**config.mk**
```make
export PLATFORM = sky130hd
export DESIGN_NAME = fc_layer_sequencer
export DESIGN_NICKNAME = d
export VERILOG_FILES = /design/src/rtl/fc_layer_sequencer.sv
export SDC_FILE = /design/constraint.sdc
export NUM_CORES = 1
export LEC_CHECK = 0
export ABC_AREA = 1
export BUFFER_PORTS_ARGS = -buffer_cell sky130_fd_sc_hd__buf_2
export CAP_MARGIN = 5
export CORE_ASPECT_RATIO = 0.5
export CORE_UTILIZATION = 51
export DETAILED_ROUTE_END_ITERATION = 16
export MAX_ROUTING_LAYER = met4
export PLACE_DENSITY = 0.76
export SLEW_MARGIN = 20
export SYNTH_ARGS = -nofsm -noshare
export SYNTH_HDL_FRONTEND = slang
export SYNTH_SLANG_ARGS = --single-unit
```
**constraint.sdc**
```tcl
create_clock -name i_clk -period 1.9 [get_ports i_clk]
set_clock_uncertainty 0.05 [all_clocks]
set_input_delay 0 -clock i_clk [delete_from_list [all_inputs] [get_ports i_clk]]
set_output_delay 0 -clock i_clk [all_outputs]
set_load 0.03 [all_outputs]
```
**src/rtl/fc_layer_sequencer.sv**
```systemverilog
// fc_layer_sequencer
//   Walks one fully-connected layer pass node by node. For each output
//   node it fetches the weight row, issues one PE operation, waits a
//   fixed PE latency, captures the reduced result and offers it
//   downstream with a valid/ready handshake. A pass ends with a
//   one-cycle done pulse.
//
// Ports
//   i_clk          rising-edge clock
//   i_reset        asynchronous active-high reset
//   i_start        one-cycle request to begin a pass (honoured in IDLE only)
//   i_abort        synchronous cancel of a pass in progress
//   o_w_rd_en      weight-row memory read strobe
//   o_w_addr       weight-row address (always equals the node index)
//   o_pe_clear     clears the PE accumulators
//   o_pe_valid     PE operands are valid this cycle
//   i_result_in    reduced PE result, valid PE_LATENCY cycles after o_pe_valid
//   o_out_valid    o_out_data / o_out_index hold a result
//   i_out_ready    downstream accepts the result
//   o_out_data     captured node result
//   o_out_index    node index of o_out_data
//   o_busy         high whenever a pass is in progress
//   o_done         one-cycle pulse when a pass completes normally
module fc_layer_sequencer #(
   parameter int DATA_WIDTH   = 16,
   parameter int INPUT_NODES  = 120,
   parameter int OUTPUT_NODES = 1200,
   parameter int PE_LATENCY   = 4,
   localparam int IDX_W       = (OUTPUT_NODES > 1) ? $clog2(OUTPUT_NODES) : 1
) (
   input  logic                  i_clk,
   input  logic                  i_reset,
   input  logic                  i_start,
   input  logic                  i_abort,
   output logic                  o_w_rd_en,
   output logic [IDX_W-1:0]      o_w_addr,
   output logic                  o_pe_clear,
   output logic                  o_pe_valid,
   input  logic [DATA_WIDTH-1:0] i_result_in,
   output logic                  o_out_valid,
   input  logic                  i_out_ready,
   output logic [DATA_WIDTH-1:0] o_out_data,
   output logic [IDX_W-1:0]      o_out_index,
   output logic                  o_busy,
   output logic                  o_done
);

   // Elaboration-time guards on the parameter ranges.
   if (PE_LATENCY < 1) begin : g_bad_latency
      $error("fc_layer_sequencer: PE_LATENCY must be >= 1");
   end
   if (INPUT_NODES < 1) begin : g_bad_inputs
      $error("fc_layer_sequencer: INPUT_NODES must be >= 1");
   end

   localparam int                CNT_W     = (PE_LATENCY > 1) ? $clog2(PE_LATENCY) : 1;
   localparam logic [CNT_W-1:0]  CNT_LOAD  = CNT_W'(PE_LATENCY - 1);
   localparam logic [IDX_W-1:0]  LAST_NODE = IDX_W'(OUTPUT_NODES - 1);

   typedef enum logic [2:0] {
      S_IDLE  = 3'd0,
      S_FETCH = 3'd1,
      S_ISSUE = 3'd2,
      S_WAIT  = 3'd3,
      S_EMIT  = 3'd4,
      S_DONE  = 3'd5
   } state_t;

   state_t                r_state;
   state_t                w_state_next;
   logic [IDX_W-1:0]      r_node;
   logic [CNT_W-1:0]      r_cnt;
   logic [DATA_WIDTH-1:0] r_out_data;
   logic [IDX_W-1:0]      r_out_index;

   logic w_handshake;
   logic w_last_node;
   logic w_abort_hit;

   assign w_handshake = (r_state == S_EMIT) && i_out_ready;
   assign w_last_node = (r_node == LAST_NODE);
   // abort only cancels a pass; in IDLE it is ignored so start always wins.
   assign w_abort_hit = i_abort && (r_state != S_IDLE);

   // State register
   always_ff @(posedge i_clk or posedge i_reset) begin
      if (i_reset) begin
         r_state <= S_IDLE;
      end else begin
         r_state <= w_state_next;
      end
   end

   // Next-state logic
   always_comb begin
      w_state_next = r_state;
      case (r_state)
         S_IDLE:  if (i_start) w_state_next = S_FETCH;
         S_FETCH: w_state_next = S_ISSUE;
         S_ISSUE: w_state_next = S_WAIT;
         S_WAIT:  if (r_cnt == '0) w_state_next = S_EMIT;
         S_EMIT:  if (w_handshake) w_state_next = w_last_node ? S_DONE : S_FETCH;
         S_DONE:  w_state_next = S_IDLE;
         default: w_state_next = S_IDLE;
      endcase
      if (w_abort_hit) begin
         w_state_next = S_IDLE;
      end
   end

   // Node index, PE wait counter and captured result
   always_ff @(posedge i_clk or posedge i_reset) begin
      if (i_reset) begin
         r_node      <= '0;
         r_cnt       <= '0;
         r_out_data  <= '0;
         r_out_index <= '0;
      end else if (w_abort_hit) begin
         r_node <= '0;
         r_cnt  <= '0;
      end else begin
         case (r_state)
            S_IDLE: begin
               if (i_start) r_node <= '0;
            end
            // Counter runs PE_LATENCY-1 down to 0, so WAIT lasts PE_LATENCY
            // cycles and the capture lands on the cycle result_in is valid.
            S_ISSUE: r_cnt <= CNT_LOAD;
            S_WAIT: begin
               if (r_cnt == '0) begin
                  r_out_data  <= i_result_in;
                  r_out_index <= r_node;
               end else begin
                  r_cnt <= r_cnt - CNT_W'(1);
               end
            end
            S_EMIT: begin
               // The last node never increments, so the index cannot wrap.
               if (w_handshake && !w_last_node) r_node <= r_node + IDX_W'(1);
            end
            S_DONE:  r_node <= '0;
            default: ;
         endcase
      end
   end

   // Outputs are pure state decodes or registers; no path from inputs.
   assign o_w_rd_en   = (r_state == S_FETCH);
   assign o_w_addr    = r_node;
   assign o_pe_valid  = (r_state == S_ISSUE);
   assign o_pe_clear  = (r_state == S_ISSUE);
   assign o_out_valid = (r_state == S_EMIT);
   assign o_out_data  = r_out_data;
   assign o_out_index = r_out_index;
   assign o_busy      = (r_state != S_IDLE);
   assign o_done      = (r_state == S_DONE);

endmodule

```
# Word level (Yosys, flattened, before mapping)
# Index checks and enable logic that the tools add are counted.
[word_totals]
register_bits = 43
input_bits = 21
[op_classes]
eq_ne = 11
reduce_logical = 13
muxes = 13
bitwise = 1
addsub = 2
[op_table]
columns = ["operator", "n"]
rows = [
  ["$mux 11", 3],
  ["$pmux 11 s3", 1],
  ["$mux 3", 5],
  ["$pmux 3 s5", 1],
  ["$add 11x1->11 const B", 1],
  ["$eq 11x11->1 const B", 1],
  ["$ne 3x3->1 const B", 3],
  ["$reduce_and 3->1", 3],
  ["$eq 3x2->1 const B", 2],
  ["$eq 3x3->1 const B", 2],
  ["$ne 3x1->1 const B", 2],
  ["$reduce_bool 3->1", 2],
  ["$mux 2", 2],
  ["$pmux 2 s2", 1],
  ["$reduce_bool 4->1", 1],
  ["$eq 3x1->1 const B", 1],
  ["$logic_and 1x1->1", 3],
  ["$logic_not 3->1", 1],
  ["$logic_not 2->1", 1],
  ["$reduce_and 2->1", 1],
  ["$sub 2x1->2 const B", 1],
  ["$logic_not 1->1", 1],
  ["$not 1->1", 1],
]

# Depth between registers and ports, before layout
# Gate-level depths: netlist of run 1.
[logic_depth]
word_depth = 6
depth_mapped = 9

# Worst setup path before layout of run 1
# OpenSTA, ideal clock, no wires.
[synth_timing]
path_kind = "register to register"
from = "register r_node[1] (netlist: o_w_addr[1])"
to = "register r_node[8] (netlist: o_w_addr[8])"
t_arrival_ns = 1.590
path_buffers = 1
synth_period_minus_slack_ns = 1.723
setup_time_ns = 0.083
path_slack_ns = 0.177
t_required_ns = 1.767
stages_incl_launch_ff = 9
cell_sequence = "dfrtp_1 > ha_1 > nand2_1 > nor2_2 > nand3_2 > o21ai_4 > buf_6 > nand2_1 > o21ai_0"
[synth_via]
elab_chain_cells = 5
word_cells_on_any_way = 9
[synth_lines]
columns = ["element", "line", "rtl"]
rows = [
  ["start: declaration", "71", "logic [IDX_W-1:0] r_node;"],
  ["start signal: assignment", "139", "if (w_handshake && !w_last_node) r_node <= r_node + IDX_W'(1);"],
  ["parallel branches: the longest is 5 deep, another holds $add 11x1->11", "n/a", ""],
]
# Parallel ways; which one is timed is not known. The select of a mux whose other input is x is not followed.
# A chain may end at the register's enable or synchronous reset.

# Worst setup path in the final report of run 1
[layout_timing]
from = "register r_state[2]"
to = "register r_out_index[9] (netlist: o_out_index[9])"
[layout_via]
elab_chain_cells = 4
word_cells_on_any_way = 5
[layout_lines]
columns = ["element", "line", "rtl"]
rows = [
  ["start: declaration", "69", "state_t r_state;"],
  ["start signal: assignment", "90", "r_state <= w_state_next;"],
  ["$reduce_bool 3->1", "83", "assign w_abort_hit = i_abort && (r_state != S_IDLE);"],
  ["$logic_and 1x1->1", "83", ""],
  ["$not 1->1 (no line)", "n/a", ""],
  ["$reduce_and 3->1 (no line) *", "n/a", ""],
  ["end signal: assignment", "132", "r_out_index <= r_node;"],
  ["end: declaration", "74", "logic [IDX_W-1:0] r_out_index;"],
]
# Every way passes the cells marked *; elsewhere a longest branch is shown, timed or not.

==> run_results.csv, run 1 <==
group,metric,value,unit
run,cap_viol_max_count,0,
drt,initialDrtViolationCount,94,
drt,drc_errors,0,
logic_synthesis,synth.avg_cell_area,7.97,um^2
die,io_pins,65,
logic_synthesis,syn_nets,292,
placed_design,numPortBuffers,64,
clock_tree,cts_made_buffers,5,
clock_tree,cts_tree,"built",
logic_synthesis,synth_seq_cells,43,
pwr,total_power,3.43,mW
logic_synthesis,synth-async-reset-ratio,100,%
placed_design,dp_hpwl,3450,um
setup_path,max_stage_delay,0.45,ns
sta,timing.hold.ws,0.158,ns
setup_path,cp_top_family,"simple AND/OR/NAND/NOR gates",
sta,relSlewSlack,59.3,%
setup_path,r2r_cells,8,
placed_design,dpl-instance-area,2510,um^2
final_layout,drive_gt1_share,25.8,%
grt,first_global_vias,1675,
final_layout,syn2layout_area_growth,32.1,%
logic_synthesis,ys.flop_type,"dfrtp_1",
setup_path,timing.rr.end,"o_out_index[9]",
sta,rsz0062_at_grt,"false",
die,die_h,47.9,um
die,fp.coreArea,3960,um^2
grt,grt_max_degree,44,
drt,first_pass_iters,4,
setup_path,cp.required,2.01,ns
worst_hold_path,min_to,"r_state[0]",
drt,antenna_left,0,
pwr,p_leak,1.54,nW
logic_synthesis,syn_area,2140,um^2
logic_synthesis,yosysWarningCount,0,
setup_path,worst_path_max_delay_cell,"dfrtp_1",
worst_hold_path,hold_class,"input pin to register",
setup_path,worstPathCellList,"inv_2 > nand2_1 > inv_2 > nand2_1 > nor2_2 > nand2_2 > nand2_1 > o21ai_1",
sta,fmax,0.572,GHz
final_layout,final_nets,379,
final_layout,antenna_cells,0,
drt,wl_per_cell,12.4,um
logic_synthesis,synth_top_area_share,50.2,%
sta,post-route-period-util,92.1,%
die,rows,16,
clock_tree,cts_sinks,43,
setup_path,endpoint_kind,"register",
clock_tree,h-tree-depth,2,
logic_synthesis,yosysSeqAreaShare,50.2,%
placed_design,place.gp.congestion,0.922,
sta,setup_tns,0,ns
setup_path,cpMostUsedCell,"nand2_1",
logic_synthesis,yosys.area.top_type,"dfrtp_1",
setup_path,r2r-start,"r_state[2]",
pwr,power-per-cell-area,1210,nW/um^2
drt,vias,2038,
die,start_util,54.1,%
outcome,status,"completed",
worst_hold_path,hold_depth,4,
clock_tree,cts_resized,0,
pwr,ir_drop,0.413,mV
die,die_area,4480,um^2
grt,gr-total-overflow,0,
drt,viasPerCell,4.96,
drt,wl,5090,um
logic_synthesis,synth_common_cells,"nand2_1, dfrtp_1, nand3_1",
grt,track_usage,23.4,%
clock_tree,root_buffer,"clkbuf_8",
sta,tightest_slew,0.608,ns
final_layout,stdcell_area,2830,um^2
setup_path,cp.buffers_inverters,2,
logic_synthesis,synth_edf_count,0,
logic_synthesis,yosysUniqueCellTypes,27,
die,die_x,93.7,um
clock_tree,clk_pin_slew_worst_paths,0.08,ns
grt,grt_pass1_wl,7580,um
grt,antenna_found_initial,0,
sta,finalSetupViolations,0,
logic_synthesis,syn_inst,269,
sta,hold_viol,0,
clock_tree,clock_latency,0.29,ns
setup_path,critical_path_class,"register to register",
setup_path,crit_arrival,1.86,ns
clock_tree,clock_path_buffers,2,
setup_path,path_max_fanout,35,
sta,report.final.slew_viol_count,0,
logic_synthesis,synthTopCellsByArea,"dfrtp_1, nand2_1, nand3_1",
setup_path,startpoint_type,"register",
worst_hold_path,min_from,"i_start",
setup_path,rrSetupSlack,0.15,ns
logic_synthesis,yosys.cell_count.top_type,"nand2_1",
sta,min_period,1.75,ns
[sequential cells by signal, summed over array words and instances, names as in the netlist]
register,flops
o_out_data,16
o_out_index,11
o_w_addr,11
r_cnt,2
r_state,3
[metrics by stage]
step                std cells  util, %  worst slack, ns
global route              411     71.5           0.0174
floorplan                 269        -            0.177
global placement          382     63.4            0.165
detailed placement        382     63.4            0.157
CTS                       409     70.8            0.114
finish                    411     71.5            0.150
[cell type report]
class,instances,area (um^2)
Fill cell,317,1130
Sequential cell,43,1080
Multi-Input combinational cell,189,892
Timing Repair Buffer,91,596
Inverter,26,97.6
Clock buffer,7,96.3
Tap cell,54,67.6
Clock inverter,1,7.51
[logic make-up (layout without fill, tap and decap cells)]
logic type / Yosys count / after routing / share of synthesized area [%]
AOI/OAI and AO/OA: 25 / 25 / 6.71
xor gates and xnor gates: 3 / 3 / 1.23
adders and majority gates: 2 / 2 / 1.17
buffers and inverters: 37 / 125 / 8.23
DFF: 43 / 43 / 50.2
and+or+nand+nor: 159 / 159 / 32.5
[worst max-delay path by stage]
stage | start | to | depth (start not counted)
floorplan | o_w_addr[1] | o_w_addr[8] | 8
global placement | o_w_addr[1] | o_w_addr[5] | 6
detailed placement | o_w_addr[1] | o_w_addr[5] | 6
CTS | o_w_addr[1] | o_w_addr[5] | 6
global route | r_state[2] | o_out_index[4] | 8
finish | r_state[2] | o_out_index[9] | 8
[power by group]
part,total (mW),internal (mW),switching (mW)
clock network,0.639,0.331,0.308
registers,1.24,1.12,0.126
logic,1.55,0.475,1.07
[layout by cell type, fill, tap and decap left out]
| cell | netlist | final |
|---|---|---|
| a211oi_1 | 1 | 1 |
| a21o_1 | 1 | 1 |
| a21oi_1 | 1 | 1 |
| buf_12 | 0 | 2 |
| buf_2 | 3 | 64 |
| buf_4 | 5 | 6 |
| clkbuf_8 | 0 | 7 |
| clkinvlp_4 | 0 | 1 |
| dfrtp_1 | 43 | 43 |
| dlygate4sd3_1 | 0 | 19 |
| ha_1 | 2 | 2 |
| inv_1 | 23 | 23 |
| inv_2 | 3 | 3 |
| nand2_1 | 89 | 89 |
| nand2_2 | 2 | 2 |
| nand3_1 | 34 | 34 |
| nand3_2 | 1 | 1 |
| nand3b_1 | 1 | 1 |
| nand4_1 | 7 | 7 |
| nor2_1 | 18 | 18 |
| nor2_2 | 2 | 2 |
| nor2_4 | 2 | 2 |
| nor3_1 | 2 | 2 |
| o211ai_1 | 1 | 1 |
| o21ai_0 | 9 | 9 |
| o21ai_1 | 11 | 11 |
| o21ai_4 | 1 | 1 |
| or2_2 | 1 | 1 |
| xor2_1 | 3 | 3 |
[per-layer routing]
layer	track usage [%]	part of all wire, %	wire, um	vias to the layer above
met5	-	0	0	-
met4	4.92	1.1	57	0
met3	4.92	5.2	265	6
met2	38.7	47	2390	65
met1	30.5	47	2380	935
li1	-	-	-	1032
[timing repair]
action | in CTS | in global routing
endpoints found under the hold margin | 61 | 0
endpoints found under the setup margin | 0 | 9
hold buffers | 19 | 0
setup buffers | 0 | 2
[tightest hold or removal path: stages]
cell,delay [ns]
buf_2,0.08
nand3b_1,0.12
nand3_1,0.10
o21ai_0,0.16
Power figures use the tool's default switching activity.
==> inputs of run 2 (changes only) <==
--- a/config.mk
+++ b/config.mk
@@ -11,8 +11,8 @@
 export CORE_ASPECT_RATIO = 0.5
 export CORE_UTILIZATION = 51
 export DETAILED_ROUTE_END_ITERATION = 16
-export MAX_ROUTING_LAYER = met4
 export PLACE_DENSITY = 0.76
+export SETUP_SLACK_MARGIN = 0.5
 export SLEW_MARGIN = 20
 export SYNTH_ARGS = -nofsm -noshare
 export SYNTH_HDL_FRONTEND = slang
==> run_results.csv, run 2 (synthesis gave the netlist of run 1 again) <==
group,metric,value,unit
worst_hold_path,hold_class,"input pin to register",
sta,tightest_slew,0.539,ns
clock_tree,clock_path_buffers,2,
sta,report.final.slew_viol_count,0,
pwr,ir_drop,1.21,mV
drt,wl_met2,3000,um
drt,wl,6270,um
setup_path,cp.required,2.07,ns
grt,grt_max_degree,44,
final_layout,final_cell_mix,"nand2_1, buf_2, dfrtp_1",
clock_tree,cts_sinks,43,
final_layout,drive_gt1_share,39.0,%
setup_path,crit_arrival,1.69,ns
drt,first_pass_iters,4,
outcome,status,"completed",
die,die_area,4480,um^2
final_layout,antenna_cells,0,
drt,antenna_left,0,
placed_design,place.gp.congestion,0.889,
grt,first_global_vias,1792,
sta,hold_viol,0,
drt,viasPerCell,5.18,
setup_path,startpoint_type,"register",
worst_hold_path,hold_depth,5,
placed_design,dp_hpwl,3540,um
setup_path,critical_path_class,"register to register",
drt,drc_errors,0,
die,start_util,54.1,%
die,io_pins,65,
clock_tree,cts_made_buffers,5,
clock_tree,clk_pin_slew_worst_paths,0.08,ns
drt,drt-met1-wl,2690,um
clock_tree,clock_latency,0.30,ns
placed_design,dpl-instance-area,2530,um^2
final_layout,largest_reg_flops,16,
placed_design,numPortBuffers,64,
run,cap_viol_max_count,0,
grt,track_usage,25.1,%
drt,initialDrtViolationCount,110,
sta,post-route-period-util,80.0,%
setup_path,endpoint_kind,"register",
final_layout,final_nets,396,
sta,setup_tns,0,ns
pwr,power-per-cell-area,1240,nW/um^2
drt,wl_per_cell,14.7,um
sta,relSlewSlack,64.1,%
final_layout,stdcell_area,3170,um^2
die,die_x,93.7,um
die,die_h,47.9,um
grt,antenna_found_initial,0,
pwr,p_leak,1.71,nW
drt,topRoutingLayerUsed,"met4",
final_layout,fill_cells,255,
final_layout,final_common_cell,"nand2_1",
final_layout,syn2layout_area_growth,48.0,%
setup_path,path_max_fanout,7,
drt,vias,2217,
grt,grt_pass1_wl,8220,um
die,rows,16,
clock_tree,h-tree-depth,2,
sta,min_period,1.52,ns
drt,wl_met3,501,um
sta,rsz0062_at_grt,"true",
setup_path,r2r_cells,7,
die,fp.coreArea,3960,um^2
grt,gr-total-overflow,0,
clock_tree,cts_tree,"built",
clock_tree,root_buffer,"clkbuf_8",
sta,fmax,0.658,GHz
sta,finalSetupViolations,0,
## run 2: cell count changes in the layout (fill, tap and decap cells not counted), sizes merged
cell	before	now
clkinvlp	1	0
nand2	91	92
clkbuf	7	8
dlygate4sd3	19	17
clkinv	0	2
buf	72	87
bufinv	0	1
## run 2: area by class of cell
class	count	area (um^2)	share of cell area [%]
clock inverters	3	43.8	1.38
clock buffers	5	68.8	2.17
inverters	26	103	3.23
well taps	54	67.6	2.13
multi-input cells	190	1020	32.3
flip-flops and latches	43	1090	34.3
repair buffers	107	779	24.6
## run 2: worst paths after layout
path	to	slack [ns]	from
worst max-delay path	o_w_addr[4]	0.38	r_state[0]
worst min-delay path	r_state[2]	0.11	i_out_ready
worst max register to register	o_w_addr[4]	0.38	r_state[0]
worst min register to register	o_out_data[6]	0.42	o_out_data[6]
max in group asynchronous	r_state[1]	1.07	i_reset
min in group asynchronous	o_out_data[15]	0.33	i_reset
## run 2: critical path: stages, from the launching register on
cell and delay (ns):
dfrtp_2 0.44, inv_1 0.17, nand2_1 0.08, nand3_1 0.11, nand3_2 0.11, nor2_2 0.28, nand2_1 0.10, o21ai_0 0.10
## run 2: routing by layer
metal / track usage, % / vias to the layer above
met4: 10.5 / 0
met3: 5.71 / 8
li1: - / 1069
met1: 32.0 / 1033
met5: 0 / -
met2: 43.2 / 107
## run 2: power by group
group	internal, mW	switching [mW]	total, mW
clock network	0.391	0.330	0.721
logic	0.689	1.27	1.96
registers	1.12	0.125	1.25
total	2.20	1.73	3.93
## run 2: timing repair
action                                 in CTS  in global routing
setup endpoints to repair                  43                 43
buffers inserted                           11                  7
hold buffers                               17                  0
endpoints found under the hold margin      59                  0
pin swaps                                   4                  9
gates resized for setup                    19                 28
gates cloned                                0                  4
## run 2: metrics by stage
stage               worst slack (ns)  util (%)  cells  hold WS (ns)  power (mW)
CTS                            0.450      74.8    417        0.0426        3.65
global placement               0.297      63.9    381         0.111        2.68
floorplan                      0.379         -    269        0.0947        2.37
global route                   0.300      80.1    428         0.141        4.14
finish                         0.379      80.1    428         0.108        3.93
detailed placement             0.259      63.9    381         0.110        2.73
==> inputs of run 3 (changes only) <==
==> constraint.sdc (replaced) <==
create_clock -name i_clk -period 1.57 [get_ports i_clk]
set_clock_uncertainty 0.05 [all_clocks]
set_input_delay 0 -clock i_clk [delete_from_list [all_inputs] [get_ports i_clk]]
set_output_delay 0 -clock i_clk [all_outputs]
set_load 0.03 [all_outputs]
==> run_results.csv, run 3 (synthesis gave the netlist of run 1 again) <==
group,metric,value,unit
outcome,status,"finished, violations left",
outcome,violations,"setup timing",
drt,wl_per_cell,17.3,um
setup_path,startpoint_type,"register",
setup_path,worst_path_max_delay_cell,"dfrtp_1",
setup_path,cp.required,1.75,ns
placed_design,dp_cells,396,
final_layout,final_nets,413,
drt,antenna_left,0,
die,die_h,47.9,um
pwr,internal_power,2.71,mW
clock_tree,h-tree-depth,2,
setup_path,critical_path_class,"register to register",
pwr,switching_share,46.7,%
setup_path,cpMostUsedCell,"nor2_4",
setup_path,max_stage_delay,0.43,ns
sta,rsz0062_at_grt,"true",
pwr,p_leak,1.76,nW
grt,grt_max_degree,24,
sta,hold_viol,0,
drt,wl,7680,um
pwr,p_seq_share,29.5,%
grt,grt_pass1_wl,9710,um
drt,vias,2522,
final_layout,stdcell_count,445,
drt,drc_errors,0,
placed_design,place.gp.congestion,0.945,
sta,relSlewSlack,45.9,%
pwr,power_frac_comb,56.6,%
sta,tightest_slew,0.807,ns
sta,post-route-period-util,104,%
clock_tree,cts_made_buffers,5,
setup_path,crit_arrival,1.81,ns
drt,viasPerCell,5.67,
final_layout,final_cell_mix,"nand2_1, buf_2, dfrtp_1",
final_layout,drive_gt1_share,42.5,%
drt,first_pass_iters,5,
clock_tree,cts_tree,"built",
die,fp.coreArea,3960,um^2
die,die_x,93.7,um
grt,gr-total-overflow,0,
clock_tree,clock_path_buffers,2,
placed_design,place_ws,-0.0539,ns
pwr,ir_drop,1.20,mV
setup_path,worstPathCellList,"nor2_4 > nand2_4 > nor2_4 > inv_4 > o21ai_4 > nand2_1 > o21ai_1",
sta,report.final.slew_viol_count,0,
worst_hold_path,hold_class,"input pin to register",
clock_tree,clock_latency,0.30,ns
die,io_pins,65,
final_layout,fill_cells,195,
pwr,clkPwrFrac,13.9,%
grt,first_global_vias,2119,
clock_tree,clk_pin_slew_worst_paths,0.09,ns
die,rows,16,
final_layout,antenna_cells,0,
die,start_util,54.1,%
die,die_area,4480,um^2
drt,initialDrtViolationCount,248,
placed_design,dp_hpwl,3950,um
sta,fmax,0.614,GHz
sta,min_period,1.63,ns
sta,setup_slack,-0.0596,ns
setup_path,path_max_fanout,8,
final_layout,syn2layout_area_growth,61.3,%
clock_tree,cts_sinks,43,
pwr,p_switching,2.38,mW
grt,antenna_found_initial,0,
placed_design,numPortBuffers,64,
setup_path,endpoint_kind,"register",
final_layout,largest_reg_flops,16,
sta,finalSetupViolations,4,
grt,track_usage,29.5,%
run,cap_viol_max_count,0,
final_layout,final_common_cell,"nand2_1",
pwr,power-per-cell-area,1470,nW/um^2
clock_tree,root_buffer,"clkbuf_8",
-- run 3: changes by cell type in the layout (fill, tap and decap cells not counted), sizes merged --
cell | before | now
buf | 87 | 106
bufinv | 1 | 0
clkbuf | 8 | 6
clkinvlp | 0 | 2
inv | 26 | 24
o21ai | 21 | 22
-- run 3: timing repair --
item,CTS,global route
gates cloned,3,0
hold buffers,17,0
endpoints found under the setup margin,55,58
endpoints found under the hold margin,38,0
setup buffers,20,1
gates resized for setup,71,28
pin swaps,12,14
-- run 3: power groups by stage --
stage	clock, mW	combinational, mW	sequential [mW]
after CTS	0.711	2.64	1.49
final	0.710	2.88	1.50
after global routing	0.759	3.02	1.52
after detailed placement	0	1.96	1.52
after global placement	0	1.92	1.50
after floorplan	0	1.13	1.90
-- run 3: worst paths after layout --
kind	to	slack (ns)	cells past startpoint	from
max in group asynchronous	o_w_addr[3]	0.67	4	i_reset
worst min register to register	o_out_index[1]	0.42	2	o_out_index[1]
worst max register to register	o_w_addr[8]	-0.06	7	r_state[0]
min in group asynchronous	o_out_data[1]	0.25	3	i_reset
worst max-delay path	o_w_addr[8]	-0.06	7	r_state[0]
worst min-delay path	r_state[1]	0.17	4	i_abort
-- run 3: critical path: cells and delay by family, from the launching register on --
| family | cells | cell delay (ns) |
|---|---|---|
| and+or+nand+nor | 4 | 0.60 |
| DFF | 1 | 0.43 |
| AOI/OAI and AO/OA | 2 | 0.40 |
| buffers and inverters | 1 | 0.09 |
-- run 3: stage by stage --
step	power [mW]	hold WS (ns)	setup TNS (ns)	utilization, %	instance area [um^2]
2_1_floorplan	3.03	0.0946	0	-	2260
3_3_place_gp	3.42	0.0403	0	68.2	2700
3_5_place_dp	3.48	0.0413	-0.0580	68.2	2700
4_1_cts	4.84	0.146	0	84.9	3360
5_1_grt	5.30	0.168	-0.327	87.2	3460
6_report	5.09	0.166	-0.119	87.2	3460
-- run 3: area by class of cell --
cell class                      instances  area [um^2]  area share [%]
Clock buffer                            6         72.6            2.10
Multi-Input combinational cell        191         1130            32.7
Clock inverter                          2         12.5           0.362
Tap cell                               54         67.6            1.95
Inverter                               26          121            3.51
Sequential cell                        43         1080            31.3
Timing Repair Buffer                  123          968            28.0
-- run 3: layer usage --
layer  wire length, um  vias up  part of all wire, %  track usage (%)
li1                  -     1111                    -                -
met1              2950     1196                   38             34.6
met2              3680      168                   48             56.1
met3               738       47                  9.6             8.25
met4               312        0                  4.1             7.38
met5                 0        -                    0                0
